<file path="config.mk">
export PLATFORM = sky130hd
export DESIGN_NAME = uart_tx_sched
export DESIGN_NICKNAME = d
export VERILOG_FILES = /design/src/rtl/uart_pkg.sv /design/src/rtl/uart_byte_fifo.sv /design/src/rtl/uart_tx_sched.sv
export SDC_FILE = /design/constraint.sdc
export NUM_CORES = 1
export LEC_CHECK = 0
export ABC_AREA = 0
export CAP_MARGIN = 40
export CORE_MARGIN = 3
export CORE_UTILIZATION = 60
export CTS_CLUSTER_DIAMETER = 80
export DETAILED_ROUTE_END_ITERATION = 16
export GPL_ROUTABILITY_DRIVEN = 0
export GPL_TIMING_DRIVEN = 0
export PLACE_DENSITY = 0.83
export SLEW_MARGIN = 20
export SYNTH_ARGS = -nofsm -noshare
export SYNTH_HDL_FRONTEND = slang
export SYNTH_SLANG_ARGS = --single-unit
</file>
<file path="constraint.sdc">
create_clock -name clk -period 6.1 [get_ports clk]
set_input_delay 1.22 -clock clk [delete_from_list [all_inputs] [get_ports clk]]
set_output_delay 1.22 -clock clk [all_outputs]
set_load 0.02 [all_outputs]
</file>
<file path="src/rtl/uart_pkg.sv">
// Shared types and constants for the UART echo/host transmit scheduler.
package uart_pkg;

  localparam int BYTE_W = 8;

  typedef enum logic [1:0] {
    IDLE  = 2'd0,
    START = 2'd1,
    BUSY  = 2'd2,
    GAP   = 2'd3
  } tx_state_t;

  localparam logic GRANT_ECHO = 1'b0;
  localparam logic GRANT_HOST = 1'b1;

endpackage

</file>
<file path="src/rtl/uart_byte_fifo.sv">
// Byte-wide circular FIFO with a registered occupancy count and a combinational head.
module uart_byte_fifo
  import uart_pkg::*;
#(
  parameter int DEPTH = 8,
  parameter int AW    = 3
) (
  input  logic              clk,
  input  logic              rst,
  input  logic              push,
  input  logic              pop,
  input  logic [BYTE_W-1:0] din,
  output logic [BYTE_W-1:0] head,
  output logic [AW:0]       count,
  output logic              full,
  output logic              empty
);

  logic [BYTE_W-1:0] mem [DEPTH];
  logic [AW-1:0]     wr_ptr;
  logic [AW-1:0]     rd_ptr;
  logic              push_ok;
  logic              pop_ok;

  assign full    = (count == (AW+1)'(DEPTH));
  assign empty   = (count == '0);
  assign pop_ok  = pop & ~empty;
  // A full FIFO still takes a byte when the same cycle frees a slot.
  assign push_ok = push & (~full | pop_ok);
  assign head    = mem[rd_ptr];

  always_ff @(posedge clk) begin
    if (push_ok) mem[wr_ptr] <= din;
  end

  always_ff @(posedge clk or negedge rst) begin
    if (!rst) begin
      wr_ptr <= '0;
      rd_ptr <= '0;
      count  <= '0;
    end else begin
      if (push_ok) wr_ptr <= wr_ptr + 1'b1;
      if (pop_ok)  rd_ptr <= rd_ptr + 1'b1;
      case ({push_ok, pop_ok})
        2'b10:   count <= count + 1'b1;
        2'b01:   count <= count - 1'b1;
        default: count <= count;
      endcase
    end
  end

endmodule

</file>
<file path="src/rtl/uart_tx_sched.sv">
// Round-robin scheduler sharing one UART transmitter between the echo FIFO and a host byte source.
module uart_tx_sched
  import uart_pkg::*;
#(
  parameter int FIFO_DEPTH = 8,
  parameter int FIFO_AW    = 3
) (
  input  logic               clk,
  input  logic               rst,
  input  logic               echo_en,
  input  logic [BYTE_W-1:0]  rx_word,
  input  logic               rx_ready,
  input  logic [BYTE_W-1:0]  host_word,
  input  logic               host_valid,
  output logic               host_ready,
  output logic [BYTE_W-1:0]  tx_word,
  output logic               tx_start,
  input  logic               tx_done,
  output logic [FIFO_AW:0]   fifo_count,
  output logic               overflow
);

  tx_state_t         state;
  logic              last_grant;
  logic              rx_ready_q;
  logic              rx_rise;
  logic              push;
  logic              pop;
  logic              fifo_full;
  logic              fifo_empty;
  logic [BYTE_W-1:0] fifo_head;
  logic              req_e;
  logic              req_h;
  logic              grant_any;
  logic              grant_sel;

  assign rx_rise = rx_ready & ~rx_ready_q;
  assign push    = rx_rise & echo_en;

  uart_byte_fifo #(
    .DEPTH (FIFO_DEPTH),
    .AW    (FIFO_AW)
  ) u_echo_fifo (
    .clk   (clk),
    .rst   (rst),
    .push  (push),
    .pop   (pop),
    .din   (rx_word),
    .head  (fifo_head),
    .count (fifo_count),
    .full  (fifo_full),
    .empty (fifo_empty)
  );

  // On a tie the requester that did not win last time gets the transmitter.
  always_comb begin
    req_e     = ~fifo_empty;
    req_h     = host_valid;
    grant_any = (state == IDLE) & (req_e | req_h);
    if (req_e && req_h) grant_sel = ~last_grant;
    else if (req_h)     grant_sel = GRANT_HOST;
    else                grant_sel = GRANT_ECHO;
  end

  assign pop        = grant_any & (grant_sel == GRANT_ECHO);
  assign host_ready = rst & grant_any & (grant_sel == GRANT_HOST);

  always_ff @(posedge clk or negedge rst) begin
    if (!rst) begin
      rx_ready_q <= 1'b0;
      overflow   <= 1'b0;
    end else begin
      rx_ready_q <= rx_ready;
      if (push && fifo_full && !pop) overflow <= 1'b1;
    end
  end

  // START waits for the transmitter to go busy, BUSY waits for it to report ready again.
  always_ff @(posedge clk or negedge rst) begin
    if (!rst) begin
      state      <= IDLE;
      tx_start   <= 1'b0;
      tx_word    <= '0;
      last_grant <= GRANT_HOST;
    end else begin
      case (state)
        IDLE: begin
          if (grant_any) begin
            tx_word    <= (grant_sel == GRANT_HOST) ? host_word : fifo_head;
            last_grant <= grant_sel;
            tx_start   <= 1'b1;
            state      <= START;
          end
        end
        START: begin
          tx_start <= 1'b1;
          if (!tx_done) state <= BUSY;
        end
        BUSY: begin
          if (tx_done) begin
            tx_start <= 1'b0;
            state    <= GAP;
          end else begin
            tx_start <= 1'b1;
          end
        end
        GAP: begin
          tx_start <= 1'b0;
          state    <= IDLE;
        end
        default: begin
          tx_start <= 1'b0;
          state    <= IDLE;
        end
      endcase
    end
  end

endmodule

</file>
Word-level counts from Yosys, hierarchy flattened
Memory sizes are Yosys's and may differ from the RTL's.
Cells that the tools add are included.
- register bits: 24
- bits in writable memories: 64
- input bits: 22
- output and inout bits: 15
- word-level logic and storage cells: 60
- memories kept: 1
- add/sub/neg operators: 4
- eq/ne operators: 9
- mux-type cells: 13
- bitwise operators: 15
- reductions and logical operators: 9
- memories (name ; depth ; width ; rd ports ; clocked after memory_dff ; write ports ; RTL line ; RTL):
    u_echo_fifo.mem ; 8 ; 8 ; 1 ; 0 ; 1 ; uart_byte_fifo.sv:19 ; logic [BYTE_W-1:0] mem [DEPTH];
- operators by type and width (operator ; count):
    1-bit bitwise AND ; 8
    8-bit two-way mux ; 1
    2-bit case mux with 4 select lines ; 1
    4-bit case mux with 2 select lines ; 1
    3-bit by 1-bit adder with 3-bit output, second input constant ; 2
    2-bit equality test, second input constant ; 3
    1-bit two-way mux ; 6
    2-bit two-way mux ; 3
    2-bit inequality test, second input constant ; 3
    1-bit NOT ; 5
    4-bit by 1-bit adder with 4-bit output, second input constant ; 1
    2-bit by 1-bit equality test with 1-bit output, second input constant ; 2
    4-bit equality test, second input constant ; 1
    4-bit logical NOT ; 1
    1-bit case mux with 4 select lines ; 1
    4-bit by 1-bit subtractor with 4-bit output, second input constant ; 1
    1-bit logical AND ; 3
    3-bit AND reduction ; 1
    2-bit logical NOT ; 1
    1-bit OR ; 2
    2-bit AND reduction ; 1
    2-bit nonzero test ; 1
    1-bit logical NOT ; 1

Longest topological paths before layout
Gate-level depths: netlist (run 1).
- word-level depth: 11
- depth in mapped cells: 11
- gate-level depth less buffers: 10

Modules after synthesis
From an unflattened synthesis (run 1), not the netlist that was laid out.
- cells, all modules: 222
- area, all modules: 3813.7 sq um
- modules (own cells, without submodules) (module ; instances ; cells an instance ; area each (sq um) ; sequential area each (sq um)):
    uart_byte_fifo ; 1 ; 160 ; 3079.2 ; 2172.1
    uart_tx_sched ; 1 ; 62 ; 734.5 ; 351.6

Worst setup path before layout (run 1)
Ideal clock, no wire load.
- path kind: register -> output
- from: register u_echo_fifo.count[1]
- to: output host_ready
- arrival: 1.805 ns
- data required time: 4.880 ns
- slack: 3.075 ns
- cell stages (with the launch flop): 6
- path buffers: 2
- cells stage by stage: dfrtp_1 > buf_6 > or4_1 > buf_2 > a21oi_2 > and2_1
- cells in the longest elaborated chain, start to end: 6
- elaborated cells on any way between the ends: 8
- those cells by class: mux: 1; bitwise: 5; reduce/logical: 2
- RTL lines (item ; RTL line ; RTL):
    from (decl) ; uart_byte_fifo.sv:14 ; output logic [AW:0] count,
    from (signal assigned) ; uart_byte_fifo.sv:45 ; 2'b10: count <= count + 1'b1;
    from (signal assigned) ; uart_byte_fifo.sv:46 ; 2'b01: count <= count - 1'b1;
    from (signal assigned) ; uart_byte_fifo.sv:47 ; default: count <= count;
    4-bit logical NOT * ; uart_byte_fifo.sv:26 ; assign empty = (count == '0);
    1-bit NOT * ; uart_tx_sched.sv:57 ; req_e = ~fifo_empty;
    1-bit OR ; uart_tx_sched.sv:59 ; grant_any = (state == IDLE) & (req_e | req_h);
    1-bit bitwise AND ; uart_tx_sched.sv:59 ;
    1-bit bitwise AND ; uart_tx_sched.sv:66 ; assign host_ready = rst & grant_any & (grant_sel == GRANT_HOST);
    1-bit bitwise AND * ; uart_tx_sched.sv:66 ;
    to (decl) ; uart_tx_sched.sv:15 ; output logic host_ready,
Every way passes the cells marked *; elsewhere a longest branch is shown, timed or not.

Worst setup path after layout (run 1)
- from: input rst
- to: output host_ready
- cells in the longest elaborated chain, start to end: 2
- RTL lines (item ; RTL line ; RTL):
    from (decl) ; uart_tx_sched.sv:9 ; input logic rst,
    1-bit bitwise AND (2 in series) ; uart_tx_sched.sv:66 ;
No other way between the ends.

==> results of run 1 <==
==> through the flow <==
stage                      util  hold WS (ps)
after floorplan               -           480
after detailed placement  0.730           471
after global placement    0.723           461
after global routing      0.767           521
final                     0.767           484
after CTS                 0.762           491
==> cell type report <==
cell class,instances,area share
Clock buffer,10,0.0290
Inverter,2,0.00170
Timing Repair Buffer,43,0.0954
Multi-Input combinational cell,119,0.257
Buffer,10,0.0116
Tap cell,72,0.0204
Sequential cell,88,0.573
Clock inverter,6,0.0122
==> placed cells by master (no fill, tap or decap), types with 5 or more instances in the layout <==
master           netlist  layout
clkdlybuf4s50_1        0      36
ha_1                   8       8
a22oi_1                8       8
clkbuf_8               0       9
o21ai_0                8       8
xnor2_1                5       5
buf_2                  5       5
buf_4                  0       6
nand2_1                7       7
nor2_1                12      12
mux4_2                16      16
dfrtp_1               23      23
edfxtp_1              64      64
a21oi_1                5       5
mux2i_1               11      11
==> flip-flops by register name, indices dropped and copies added, names as in the netlist, 2 cells and up <==
register and count:
u_echo_fifo.count 4, tx_word 8, u_echo_fifo.mem 64, u_echo_fifo.wr_ptr 3, u_echo_fifo.rd_ptr 3, state 2
==> final timing paths <==
path,start,end,slack (ps),cells past startpoint
worst min register to register,overflow,overflow,480,1
worst max register to register,state[0],u_echo_fifo.mem[4][0],3570,6
worst min-delay path,overflow,overflow,480,1
min in group asynchronous,rst,u_echo_fifo.count[0],1240,1
max in group asynchronous,rst,last_grant,4270,2
worst max-delay path,rst,host_ready,1830,4
==> layer usage <==
layer	share of wire	routed length, µm
met5	0	0
met4	0.017	111
met3	0.071	473
met2	0.51	3370
met1	0.41	2700
==> cell families after synthesis <==
kind of cell | Yosys count | share of synthesized area
fa+ha+maj | 8 | 0.0270
flops | 88 | 0.681
compound gates | 29 | 0.0507
xor+xnor | 7 | 0.0166
mux | 32 | 0.143
buf+inv | 12 | 0.0159
simple gates | 43 | 0.0652
==> power groups by stage <==
stage          clock network (mW)  registers (mW)  logic (mW)
2_1_floorplan                   0           0.856       0.457
3_3_place_gp                    0           0.813       0.703
3_5_place_dp                    0           0.822       0.726
4_1_cts                     0.371           0.809       0.727
5_1_grt                     0.398           0.823       0.795
6_report                    0.365           0.809       0.722
==> run metrics, run 1 <==
all-layer global routing usage 0.201; largest net degree at the start of global routing 17; class of the worst hold path flip-flop to flip-flop; Reg clk slew, reported paths 90 ps; Die H 84.6 µm; Multi-input gate area 0.00113 mm²; sequential element share of the synthesized area 0.681; Max-cap violations 0; minimum clock period 4270 ps; pwr/cell area 431 mW/mm²; fmax 234 MHz; layout net count 303; DP Wirelength 4750 µm; FP Rows 27; post-synthesis async set-or-reset flop share 0.273; outcome finished, final reports clean; clk root buf clkbuf_8; Switching Power 0.648 mW; initial antenna violation count 0; Avg Vias per Cell 5.98; Setup Crit Path Kind primary input to primary output; post-route cell area 0.00441 mm²; register bit count reported by yosys 88; Design Power 1.90 mW; WL final 6650 µm; post-synth cell types 40; Avg Cell Area, Syn 16.9 µm²; DRC 0; Sw Share 0.342; peak supply drop 251 µV; Resized Gates After CTS 0; Gate Count Post-Synth 219; latest clock arrival within the worst-skew pair 350 ps; Clock power frac 0.193; slowest cell on the critical path clkdlybuf4s50_1; final hold vios 0; top cells by count, synth edfxtp_1 (64), dfrtp_1 (23), mux4_2 (16), nor2_1 (12), mux2i_1 (11); met1 GRT Util 0.257; critical-path cell list clkdlybuf4s50_1 > buf_8 > and2_1 > clkdlybuf4s50_1; CTS tree yes; Lkg Pwr 1.58 nW; Clock Path Buffers 2; critical path peak fanout 13; total negative setup slack 0 ps; worst path bufs/invs 3; WL/cell 19.0 µm; CP arrival 3050 ps; Slew HR 0.473; number of diodes 0; Worst EP required 4880 ps; initial core utilization 0.645; syn nets 249; die area 0.00715 mm²; Place WS 1780 ps; flip-flop and latch area 0.00252 mm²; Top delay family on crit path buffers and inverters; ANT nets after route 0; Die W 84.6 µm; Core Footprint 0.00574 mm²; Yosys warnings 0; met2 Usage GRT 0.322; count leader, synth edfxtp_1; critical path's largest stage delay 870 ps; Mapped Area 0.00370 mm²; RSZ-0062 raised after global routing false; Slew Limit Fails 0; final-layout fill cell count 348; vias post-DR 2093; fin crit share 0.699; non-filler cells, final 350; clock sinks 88; total clock buffers created by CTS 9; First DRT Iteration DRCs 117; IO Port Bufs 36; Pint 1.25 mW; first-pass GRT wire length 10700 µm; placed insts 330; vias in the first global route 2141; most used cell along the critical path clkdlybuf4s50_1; Crit. End Element primary output; skew final 8.84 ps; top post-synthesis cells by area edfxtp_1 (52%), dfrtp_1 (16%), mux4_2 (9.7%); EDFF count, synth 64; gr ovfl total 0; DR pass1 iterations 4; H-tree Lvls 3; placed instance area 0.00419 mm²; # IOs 37; setup slack after layout 1830 ps; met3 usage 0.0471; area added between synthesis and finish 19.0%; global route hottest layer met2; # hold bufs at CTS 0; Post-CTS Repair Setup Buffers 0; worst-margin pin slew 787 ps; Worst Setup Start Kind primary input; share of cells above drive strength 1 0.205; Comb pwr share 0.381; share of the synthesized area in the top cell type 0.519; area leader, netlist edfxtp_1; top_reg_cell synth edfxtp_1; Reg power frac 0.426; Final Setup Violations 0
Power figures use the tool's default switching activity.
==> run 2: changes to the inputs <==
--- a/config.mk
+++ b/config.mk
@@ -8,12 +8,12 @@
 export ABC_AREA = 0
 export CAP_MARGIN = 40
 export CORE_MARGIN = 3
-export CORE_UTILIZATION = 60
+export CORE_UTILIZATION = 56
 export CTS_CLUSTER_DIAMETER = 80
 export DETAILED_ROUTE_END_ITERATION = 16
 export GPL_ROUTABILITY_DRIVEN = 0
 export GPL_TIMING_DRIVEN = 0
-export PLACE_DENSITY = 0.83
+export PLACE_DENSITY = 0.79
 export SLEW_MARGIN = 20
 export SYNTH_ARGS = -nofsm -noshare
 export SYNTH_HDL_FRONTEND = slang
==> constraint.sdc (replaced) <==
create_clock -name clk -period 4.2 [get_ports clk]
set_input_delay 0.84 -clock clk [delete_from_list [all_inputs] [get_ports clk]]
set_output_delay 0.84 -clock clk [all_outputs]
set_load 0.02 [all_outputs]
==> run 2 against run 1 <==
  * Cell count increased by 1.7%
  * Flip-flop and latch count is the same
  * Global-route usage shrank 0.66 points
  * Critical endpoint unchanged
==> run metrics, run 2 (synthesis gave the netlist of run 1 again) <==
Clock Path Buffers 2 (unchanged); FP Rows 29 (was 27); CTS tree yes (unchanged); worst-margin pin slew 796 ps (was 787 ps); # IOs 37 (unchanged); critical path peak fanout 9 (was 13); total negative setup slack 0 ps (unchanged); WL/cell 19.1 µm (was 19.0 µm); fin crit share 0.838; Avg Vias per Cell 5.92 (was 5.98); crit path from u_echo_fifo.count[0] (was rst); Largest regs u_echo_fifo.mem: 64 flops, tx_word: 8 flops, u_echo_fifo.count: 4 flops (unchanged); Worst EP required 3360 ps (was 4880 ps); initial core utilization 0.580 (was 0.645); Worst Setup Start Kind flip-flop (was primary input); Setup Crit Path Kind flip-flop to primary output (was primary input to primary output); CP arrival 2680 ps (was 3050 ps); Largest register FFs 64 (unchanged); flip-flop and latch area 0.00252 mm² (unchanged); vias post-DR 2107 (was 2093); peak supply drop 486 µV (was 251 µV); class of the worst hold path flip-flop to flip-flop (unchanged); outcome finished, final reports clean (unchanged); skew final 7.04 ps (was 8.84 ps); Reg clk slew, reported paths 90 ps (about the same); share of cells above drive strength 1 0.211 (was 0.205); clk root buf clkbuf_8 (unchanged); total clock buffers created by CTS 9 (unchanged); setup slack after layout 680 ps (was 1830 ps); Final Setup Violations 0 (unchanged); area added between synthesis and finish 20.0% (was 19.0%); WL final 6810 µm (was 6650 µm); DP Wirelength 4800 µm (was 4750 µm); Resized Gates After CTS 0 (unchanged); IO Port Bufs 36 (unchanged); layout net count 304 (was 303); worst r2r path cells 6 (unchanged); Die H 87.3 µm (was 84.6 µm); FF-to-FF setup slack 1670 ps (was 3570 ps); commonest non-fill, non-tap cells in the layout edfxtp_1 (64), clkdlybuf4s50_1 (36), dfrtp_1 (23) (unchanged); First DRT Iteration DRCs 189 (was 117); RSZ-0062 raised after global routing false (unchanged); critical-path cell list or4_1 > buf_2 > a21oi_2 > and2_1 > clkdlybuf4s50_1 (was clkdlybuf4s50_1 > buf_8 > and2_1 > clkdlybuf4s50_1); Crit. End Element primary output (unchanged); Switching Power 0.955 mW (was 0.648 mW); # hold bufs at CTS 0 (unchanged); Lkg Pwr 1.60 nW (was 1.58 nW); Die W 87.3 µm (was 84.6 µm); final-layout fill cell count 418 (was 348); clock sinks 88 (unchanged); Place WS 780 ps (was 1780 ps); first-pass GRT wire length 10800 µm (was 10700 µm); pwr/cell area 637 mW/mm² (was 431 mW/mm²); Core Footprint 0.00639 mm² (was 0.00574 mm²); largest net degree at the start of global routing 18 (was 17); DR pass1 iterations 4 (unchanged); ANT nets after route 0 (unchanged); Sw Share 0.337 (was 0.342); DRC 0 (unchanged); Post-CTS Repair Setup Buffers 0 (unchanged); critical path's largest stage delay 590 ps (was 870 ps); Slew Limit Fails 0 (unchanged); number of diodes 0 (unchanged); minimum clock period 3520 ps; Comb pwr share 0.370 (was 0.381); H-tree Lvls 3 (unchanged); Top reg by flops u_echo_fifo.mem (unchanged); vias in the first global route 2078 (was 2141); slowest cell on the critical path clkdlybuf4s50_1 (unchanged); die area 0.00763 mm² (was 0.00715 mm²); R2R Path Start state[0] (unchanged); most common cell after layout, fill and taps aside edfxtp_1 (unchanged); gr ovfl total 0 (unchanged); Clock power frac 0.214 (was 0.193); Critical Path End host_ready (unchanged); reg2reg end u_echo_fifo.mem[4][3] (was u_echo_fifo.mem[4][0]); Reg power frac 0.416 (was 0.426); latest clock arrival within the worst-skew pair 350 ps (about the same); final hold vios 0 (unchanged); Pint 1.88 mW (was 1.25 mW); all-layer global routing usage 0.195 (was 0.201); Multi-input gate area 0.00113 mm² (unchanged); Max-cap violations 0 (unchanged); initial antenna violation count 0 (unchanged); Slew HR 0.467 (was 0.473); fmax 284 MHz
[run 2: cell count changes in the layout (fill, tap and decap cells not counted)]
cell and change:
bufinv_16 +1, buf_4 +1, inv_6 +3, clkinv_4 -3
clkbuf_1 -1
[run 2: worst min-delay path by stage]
stage                                startpoint                    end  slack [ps]  depth (start not counted)
after global placement                 overflow               overflow         460                          1
after global routing                   overflow               overflow         520                          1
after CTS                              overflow               overflow         480                          1
final                                  overflow               overflow         480                          1
after floorplan           u_echo_fifo.wr_ptr[0]  u_echo_fifo.wr_ptr[0]         480                          1
after detailed placement               overflow               overflow         460                          1
[run 2: metrics by stage]
stage | cells | util | hold slack [ps] | power, mW | cell area [µm²]
after floorplan | 219 | - | 480 | 1.91 | 3700
after global placement | 332 | 0.651 | 458 | 2.21 | 4160
after detailed placement | 338 | 0.661 | 459 | 2.25 | 4220
after CTS | 354 | 0.694 | 480 | 2.85 | 4430
after global routing | 356 | 0.696 | 524 | 3.01 | 4450
final | 356 | 0.696 | 477 | 2.83 | 4450
[run 2: area by class of cell]
| cell class | instances | share of cell area |
|---|---|---|
| clock buffer | 9 | 0.0279 |
| multi-input combinational | 119 | 0.254 |
| buffer | 10 | 0.0115 |
| tap | 77 | 0.0217 |
| sequential | 88 | 0.568 |
| clock inverter | 7 | 0.0189 |
| inverter | 2 | 0.00169 |
| timing repair buffer | 44 | 0.0963 |
[run 2: layer usage]
layer,share of wire,up-vias,track usage
li1,-,965,-
met1,0.43,1063,0.269
met2,0.49,71,0.309
met3,0.066,8,0.0454
met4,0.014,0,0.0628
met5,0,-,0
[run 2: critical path: cells and delay by family (launching register included)]
family	cells	cell delay, ps
buf+inv	2	770
simple gates	2	720
flops	1	500
compound gates	1	340
[run 2: power groups by stage]
stage,sequential [mW],combinational [mW],clock (mW)
after floorplan,1.24,0.664,0
after global placement,1.18,1.03,0
after detailed placement,1.20,1.05,0
after CTS,1.18,1.06,0.617
after global routing,1.20,1.15,0.657
final,1.18,1.05,0.606
